**src/rtl/ray_dispatch_pkg.sv**
```systemverilog
// Shared definitions for the ray dispatcher: FSM encoding, ray field layout
// and the default field count of a ray record.
package ray_dispatch_pkg;

  localparam int NFIELD = 13;

  // Field positions inside a packed ray record, field 0 at the LSB end.
  localparam int F_ORIGX = 0;
  localparam int F_ORIGY = 1;
  localparam int F_ORIGZ = 2;
  localparam int F_DIRX  = 3;
  localparam int F_DIRY  = 4;
  localparam int F_DIRZ  = 5;
  localparam int F_HITT  = 6;
  localparam int F_IDIRX = 7;
  localparam int F_IDIRY = 8;
  localparam int F_IDIRZ = 9;
  localparam int F_OODX  = 10;
  localparam int F_OODY  = 11;
  localparam int F_OODZ  = 12;

  typedef enum logic [1:0] {
    ST_IDLE  = 2'd0,
    ST_FETCH = 2'd1,
    ST_DRAIN = 2'd2,
    ST_DONE  = 2'd3
  } state_e;

  // Bit offset of a field inside a packed record of data_w-bit words.
  function automatic int field_lsb(input int field, input int data_w);
    return field * data_w;
  endfunction

endpackage

```
**src/rtl/ray_skid_fifo.sv**
```systemverilog
// Two-entry FIFO that holds returned ray records (address + data) until the
// traversal stage accepts them. Head entry does not move while not popped.
module ray_skid_fifo #(
  parameter int W = 8
) (
  input  logic         clk_i,
  input  logic         rst_ni,
  input  logic         push_i,
  input  logic [W-1:0] data_i,
  input  logic         pop_i,
  output logic         valid_o,
  output logic [W-1:0] data_o,
  output logic [1:0]   count_o
);

  logic [W-1:0] mem_q [2];
  logic         wr_ptr_q;
  logic         rd_ptr_q;
  logic [1:0]   count_q;
  logic         do_push;
  logic         do_pop;

  assign do_push = push_i && (count_q != 2'd2);
  assign do_pop  = pop_i && (count_q != 2'd0);

  always_ff @(posedge clk_i) begin
    if (!rst_ni) begin
      mem_q[0] <= '0;
      mem_q[1] <= '0;
      wr_ptr_q <= 1'b0;
      rd_ptr_q <= 1'b0;
      count_q  <= 2'd0;
    end else begin
      if (do_push) begin
        mem_q[wr_ptr_q] <= data_i;
        wr_ptr_q        <= ~wr_ptr_q;
      end
      if (do_pop) begin
        rd_ptr_q <= ~rd_ptr_q;
      end
      count_q <= count_q + {1'b0, do_push} - {1'b0, do_pop};
    end
  end

  assign valid_o = (count_q != 2'd0);
  assign data_o  = mem_q[rd_ptr_q];
  assign count_o = count_q;

endmodule

```
**src/rtl/ray_dispatch.sv**
```systemverilog
// Reads rays 0..ray_count-1 from the ray field RAMs and streams them, in
// index order, to the traversal stage over a valid/ready interface.
module ray_dispatch
  import ray_dispatch_pkg::*;
#(
  parameter int RAY_AW = 10,
  parameter int DATA_W = 32,
  parameter int NFIELD = ray_dispatch_pkg::NFIELD
) (
  input  logic                     clock,
  input  logic                     reset,
  input  logic                     start,
  input  logic [RAY_AW:0]          ray_count,
  output logic                     busy,
  output logic                     done,
  output logic                     mem_rd_en,
  output logic [RAY_AW-1:0]        mem_rd_addr,
  input  logic [NFIELD*DATA_W-1:0] mem_rd_data,
  output logic                     ray_valid,
  input  logic                     ray_ready,
  output logic [RAY_AW-1:0]        ray_id,
  output logic [NFIELD*DATA_W-1:0] ray_data,
  output state_e                   dbg_state_o
);

  // Handshake: a ray transfers on a cycle where ray_valid && ray_ready; while
  // ray_valid is high and ray_ready low, ray_id/ray_data hold their value and
  // ray_valid stays high.

  localparam int RW = NFIELD * DATA_W;
  localparam logic [RAY_AW:0] CNT_ONE = (RAY_AW+1)'(1);

  state_e              state_q, state_d;
  logic [RAY_AW:0]     count_q, count_d;
  logic [RAY_AW:0]     rd_cnt_q, rd_cnt_d;
  logic [RAY_AW:0]     pop_cnt_q, pop_cnt_d;
  logic                inflight_q;
  logic [RAY_AW-1:0]   inflight_addr_q;
  logic [1:0]          fifo_cnt;
  logic [2:0]          occ;
  logic                fifo_valid;
  logic                pop;
  logic                rd_ok;
  logic [RAY_AW+RW-1:0] fifo_dout;

  assign pop = fifo_valid && ray_ready;

  // Slots already claimed: stored entries plus the read whose data lands next
  // cycle, less the one leaving now. Two slots total, so a read needs occ < 2.
  assign occ   = {1'b0, fifo_cnt} + {2'b00, inflight_q} - {2'b00, pop};
  assign rd_ok = (state_q == ST_FETCH) && (rd_cnt_q < count_q) && (occ < 3'd2);

  always_ff @(posedge clock) begin
    if (!reset) begin
      state_q         <= ST_IDLE;
      count_q         <= '0;
      rd_cnt_q        <= '0;
      pop_cnt_q       <= '0;
      inflight_q      <= 1'b0;
      inflight_addr_q <= '0;
    end else begin
      state_q         <= state_d;
      count_q         <= count_d;
      rd_cnt_q        <= rd_cnt_d;
      pop_cnt_q       <= pop_cnt_d;
      inflight_q      <= rd_ok;
      inflight_addr_q <= rd_cnt_q[RAY_AW-1:0];
    end
  end

  always_comb begin
    state_d   = state_q;
    count_d   = count_q;
    rd_cnt_d  = rd_ok ? rd_cnt_q + CNT_ONE : rd_cnt_q;
    pop_cnt_d = pop ? pop_cnt_q + CNT_ONE : pop_cnt_q;
    case (state_q)
      ST_IDLE: begin
        if (start) begin
          count_d   = ray_count;
          rd_cnt_d  = '0;
          pop_cnt_d = '0;
          state_d   = (ray_count == '0) ? ST_DONE : ST_FETCH;
        end
      end
      ST_FETCH: if (rd_cnt_d == count_q) state_d = ST_DRAIN;
      ST_DRAIN: if (pop_cnt_d == count_q) state_d = ST_DONE;
      ST_DONE:  state_d = ST_IDLE;
      default:  state_d = ST_IDLE;
    endcase
  end

  always_comb begin
    busy      = (state_q != ST_IDLE);
    done      = (state_q == ST_DONE);
    mem_rd_en = rd_ok;
  end

  assign mem_rd_addr = rd_cnt_q[RAY_AW-1:0];
  assign dbg_state_o = state_q;

  ray_skid_fifo #(
    .W(RAY_AW + RW)
  ) u_fifo (
    .clk_i   (clock),
    .rst_ni  (reset),
    .push_i  (inflight_q),
    .data_i  ({inflight_addr_q, mem_rd_data}),
    .pop_i   (pop),
    .valid_o (fifo_valid),
    .data_o  (fifo_dout),
    .count_o (fifo_cnt)
  );

  assign ray_valid          = fifo_valid;
  assign {ray_id, ray_data} = fifo_dout;

endmodule

```
**config.mk**
```make
export PLATFORM = sky130hd
export DESIGN_NAME = ray_dispatch
export DESIGN_NICKNAME = d
export VERILOG_FILES = /design/src/rtl/ray_dispatch_pkg.sv /design/src/rtl/ray_skid_fifo.sv /design/src/rtl/ray_dispatch.sv
export SDC_FILE = /design/constraint.sdc
export NUM_CORES = 1
export LEC_CHECK = 0
export CAP_MARGIN = 20
export CORE_AREA = 4 4 339 341
export CTS_CLUSTER_DIAMETER = 150
export DETAILED_ROUTE_END_ITERATION = 8
export DIE_AREA = 0 0 343 345
export GPL_TIMING_DRIVEN = 0
export PLACE_DENSITY_LB_ADDON = 0.15
export REMOVE_ABC_BUFFERS = 1
export SLEW_MARGIN = 30
export SYNTH_ARGS = -nofsm -noshare
export SYNTH_HDL_FRONTEND = slang
export SYNTH_SLANG_ARGS = --single-unit
```
**constraint.sdc**
```tcl
create_clock -name clock -period 69.2 [get_ports clock]
set_input_delay 20.76 -clock clock [delete_from_list [all_inputs] [get_ports clock]]
set_output_delay 20.76 -clock clock [all_outputs]
set_load 0.03 [all_outputs]
```
## Word level (Yosys, flattened, before mapping)

Memories as Yosys holds them, arrays and structs flattened. A register that Yosys moved wholly into a read port is not among the register bits.
Index checks and enable logic that the tools add are counted.

- Flip-flop bits (word level): 50
- Word-level logic and storage cells: 61
- Bits in writable memories: 852
- Memories: 1

Memories:

| name | words | bits a word | rd ports | clocked after Yosys merged registers in | wr ports | line | text |
|---|---|---|---|---|---|---|---|
| u_fifo.mem_q | 2 | 426 | 1 | 1 | 2 | ray_skid_fifo.sv:16 | `logic [W-1:0] mem_q [2];` |

- Eq/ne operators: 9
- Bitwise gates (word level): 2
- Magnitude comparators: 2
- Reduce and logical (&&, ||, !) cells: 12
- $add $sub $neg: 6
- Muxes and demuxes: 20

Operators by type and width:

| kind | count |
|---|---|
| $mux 426 | 1 |
| $reduce_or 426->1 | 1 |
| $mux 11 | 6 |
| $add 11x1->11 const B | 2 |
| $eq 11x11->1 | 2 |
| $logic_not 11->1 | 1 |
| $lt 11x11->1 | 1 |
| $mux 1 | 8 |
| $mux 2 | 4 |
| $pmux 2 s4 | 1 |
| $ne 2x2->1 const B | 3 |
| $logic_and 1x1->1 | 5 |
| $eq 2x2->1 const B | 2 |
| $reduce_bool 2->1 | 2 |
| $add 2x1->3 | 1 |
| $lt 3x2->1 const B | 1 |
| $reduce_and 3->1 | 1 |
| $sub 3x1->3 | 1 |
| $add 2x1->2 | 1 |
| $eq 2x1->1 const B | 1 |
| $logic_not 2->1 | 1 |
| $ne 2x1->1 const B | 1 |
| $not 1->1 | 2 |
| $reduce_and 2->1 | 1 |
| $sub 2x1->2 | 1 |

## Longest topological paths before layout

Gate-level depths: netlist (run 1).

- Depth after elaboration: 9
- Depth in mapped cells: 16

## Modules after synthesis

Synthesis (run 1) repeated with hierarchy kept, for this count alone.

- Cells, all modules: 3119
- Area, all modules: 39395.3 sq um

Modules (own cells, without submodules):

| module | instances | cells an instance | seq. area each (sq um) | area an instance (sq um) |
|---|---|---|---|---|
| ray_skid_fifo | 1 | 2771 | 25684.6 | 36445.0 |
| ray_dispatch | 1 | 348 | 920.9 | 2950.3 |

## Worst setup path after synthesis (run 1)

No wires, ideal clock.

- Path type: input to output
- From: input port ray_ready
- To: output port mem_rd_en
- Required time: 48.440 ns
- Stages: 10
- Setup slack: 25.681 ns
- Data arrival time: 22.759 ns
- Path buffers: 1
- Path through: o21ai_2 inv_1 ha_1 nand2b_1 fa_1 xor2_1 nor3b_1 nand4_1 nor3_2 buf_2

- Word-level cells in the longest chain between the ends: 4

Ends and longest elaborated chain:

| what | line | text |
|---|---|---|
| from (decl) | ray_dispatch.sv:20 | `input logic ray_ready,` |
| $logic_and 1x1->1 | ray_dispatch.sv:46 | `assign pop = fifo_valid && ray_ready;` |
| $sub 3x1->3 | ray_dispatch.sv:50 | `assign occ = {1'b0, fifo_cnt} + {2'b00, inflight_q} - {2'b00, pop};` |
| $lt 3x2->1 | ray_dispatch.sv:51 | `assign rd_ok = (state_q == ST_FETCH) && (rd_cnt_q < count_q) && (occ < 3'd2);` |
| $logic_and 1x1->1 | ray_dispatch.sv:51 |  |
| to (decl) | ray_dispatch.sv:16 | `output logic mem_rd_en,` |

No other way between the ends.

## Final worst setup path (run 1)

Same ends and word-level chain as after synthesis.

==> summary.txt, run 1 <==
synth unique cells: 55
maximum VDD drop: 0.0269 mV
GRT overflow: 0
Via Count: 23,978
placed insts: 4,953
non-filler cells, final: 5,157
Die Ht: 345 um
HPWL after DPL: 81,500 um
Hold Slack: 514 ps
headroom to the max-slew limit: 44.9%
main combinational cell family by area after synthesis: simple AND/OR/NAND/NOR gates
DIE AREA: 118,000 sq um
Gate Count Post-Synth: 2,669
Avg WL per Cell: 21.8 um
CTS tree: yes
worst-margin pin slew: 824 ps
initial DRC count: 1,306
clock latency on the worst-skew pair: 690 ps
syn_area_per_cell: 14.8 sq um
post-synthesis sequential area ratio: 67.5%
# hold bufs at CTS: 0
kind of critical path: in2out
Worst Setup Slack, final: 24,210 ps
worst slack at placement: 24,180 ps
final net count: 4,007
number of global-route vias before repair: 24,393
PD cells: 36.4 nW/um^2
CP Buf/Inv Count: 3
first-pass GRT wire length: 163,000 um
max-cap viol count: 0
CP top delay family: buffers and inverters
vias per std cell: 4.65
final setup vio count: 0
Post-DRT Antenna Nets: 0
final WL: 112,000 um
Max FO, Critical Path: 16
standard-cell row count: 123
DRC Markers: 0
largest area contributor in the netlist: edfxtp_1
fin util: 48.9%
Post-Synth XOR/XNOR Area: 0.866%
IO Pins: 873
CP dominant cell by count: clkdlybuf4s50_1
fmax: 22.2 MHz
Yosys top cell area share: 64.9%
Reg clk slew, reported paths: 70 ps
fillers: 9,828
clk_skew: 23.1 ps
Crit path arrival time: 24,230 ps
#FFs+latches synth: 903
most frequent cells in the layout: 871 x clkdlybuf4s50_1, 870 x and2_1, 852 x edfxtp_1, 427 x mux2_2, 101 x clkbuf_16
all-layer global routing usage: 18.5%
most common cell after layout, fill and taps aside: clkdlybuf4s50_1
final slew viol count: 0
Area growth, synth to finish: 38.7%
startpoint types: primary input
crit path capture type: output port
adder-cell share of the synthesized area: 0.685%
CTS Buffer Depth: 3
# resized after CTS: 0
core area: 112,000 sq um
Fin Setup TNS: 0 ps
Worst Path Required: 48,440 ps
global placement routability congestion: 0.799
unrepaired setup endpoints after global routing: no
crit path max-delay cell type: clkdlybuf4s50_1
post-synthesis compound-gate area fraction: 1.14%
initial antenna violation count: 28
CP peak stage delay: 830 ps
Clock Root Buffer: clkbuf_16
CTS Sinks: 903
fraction of layout cells with a size suffix above 1: 18.3%
ranking of synthesized cells by area: edfxtp_1 65%, and2_1 14%, mux2_2 12%, dfxtp_1 2.6%, clkbuf_1 1.4%
outcome: finished clean
die span in x: 343 um
leakage dissipation: 20.2 nW
top_reg_cell synth: edfxtp_1
Synth Cell Area: 39,400 sq um
largest net degree at the start of global routing: 60
HP Class: reg2reg
multiplexer share of the synthesized area: 12.3%
# Post-CTS Setup Buffers: 0
crit share post-route: 65.0%
Synth async-reset ratio: 0%
worst-path cell chain: clkdlybuf4s50_1 > o21ai_2 > inv_1 > ha_1 > nand2b_1 > fa_1 > xor2_1 > nor3b_1 > nand4_1 > nor3_4 > clkdlybuf4s50_1
Post-synth EDFFs: 852
Synth Warn #: 0
Fin. Hold Viols: 0
DRT Pass-1 Iters: 5
initial core utilization: 35.2%
Synth Area in Simple Gates: 15.6%
Tmin final: 44,990 ps
cts bufs inserted: 100
deepest level of the CTS H-tree: 3
number of port buffers: 872
## area by class of cell
type	count	area, sq um	share of cell area [%]
well taps	1500	1880	3.43
flip-flops and latches	903	26600	48.6
clock buffers	129	2680	4.90
multi-input cells	1573	12100	22.1
repair buffers	954	10800	19.7
clock inverters	55	504	0.922
inverters	23	86.3	0.158
diodes	20	50.0	0.0915
## worst min-delay path, stage by stage, from the launching register on
cell and delay, ps:
dfxtp_1 350, nand2_1 70, a21oi_1 50
## kinds of logic after synthesis
family                   after synthesis
multiplexers                         430
buffers and inverters                193
XOR/XNOR                              39
adder cells (fa/ha/maj)               21
AND/OR/NAND/NOR                     1019
AO/OA/AOI/OAI                         64
flip-flops                           903
## state kept, by name (all words and copies together) (netlist names), named ones only
| register | count |
|---|---|
| u_fifo.rd_ptr_q | 1 |
| u_fifo.mem_q | 852 |
| u_fifo.count_o | 2 |
| inflight_addr_q | 10 |
| dbg_state_o | 2 |
| u_fifo.wr_ptr_q | 1 |
| count_q | 11 |
| inflight_q | 1 |
| rd_cnt_q | 11 |
| pop_cnt_q | 11 |
## Yosys cell counts, drive strengths merged (4+ instances only)
cell    instances
dfxtp          51
nand4           7
nand2b          4
and4            5
nor2           35
o21ai          14
xor2           13
and3            6
and2          872
a21boi         12
buf            18
nand3          15
nor3            6
inv            22
mux2          427
xnor2          26
ha             20
nand2          55
nor3b           4
edfxtp        852
a21oi           9
clkbuf        152
## routing by layer
metal | global-route usage, % | routed length (um)
met4 | 7.82 | 4400
met2 | 32.9 | 58500
met3 | 5.94 | 8560
met1 | 20.2 | 40600
met5 | 0 | 127
## metrics by stage
step                      instance area [sq um]  power [W]
after CTS                                 54700    0.00202
final                                     54700    0.00199
after floorplan                           38800    0.00124
after global routing                      54700    0.00207
after global placement                    49400    0.00169
after detailed placement                  51500    0.00150
## where the power goes
part / total (W) / internal, W / switching [W]
registers: 0.000705 / 0.000683 / 0.0000214
clock network: 0.000519 / 0.000300 / 0.000219
logic: 0.000768 / 0.000342 / 0.000426
total: 0.00199 / 0.00133 / 0.000667
## worst paths after layout
check,startpoint,to,slack [ps],depth (start not counted)
max reg2reg,u_fifo.count_o[1]$_SDFF_PN0_,dbg_state_o[1]$_SDFFE_PN0P_,64980,15
min reg2reg,pop_cnt_q[1]$_SDFF_PN0_,pop_cnt_q[1]$_SDFF_PN0_,510,2
max,ray_ready,mem_rd_en,24210,11
min,pop_cnt_q[1]$_SDFF_PN0_,pop_cnt_q[1]$_SDFF_PN0_,510,2
Power figures use the tool's default switching activity.
==> run 2: changes to the inputs <==
- clock period: 69.2 -> 39.3 ns (I/O delays scaled with it)
==> results of run 2 <==
The final DEF is identical to that of run 1. Status: finished clean.
Among the figures that moved: setup slack after placement 24180 ps -> 12220 ps; setup slack after layout 24210 ps -> 12250 ps; register-to-register setup slack 64980 ps -> 35080 ps; total power 0.00199 W -> 0.00351 W; worst IR drop on VDD 0.0269 mV -> 0.0474 mV
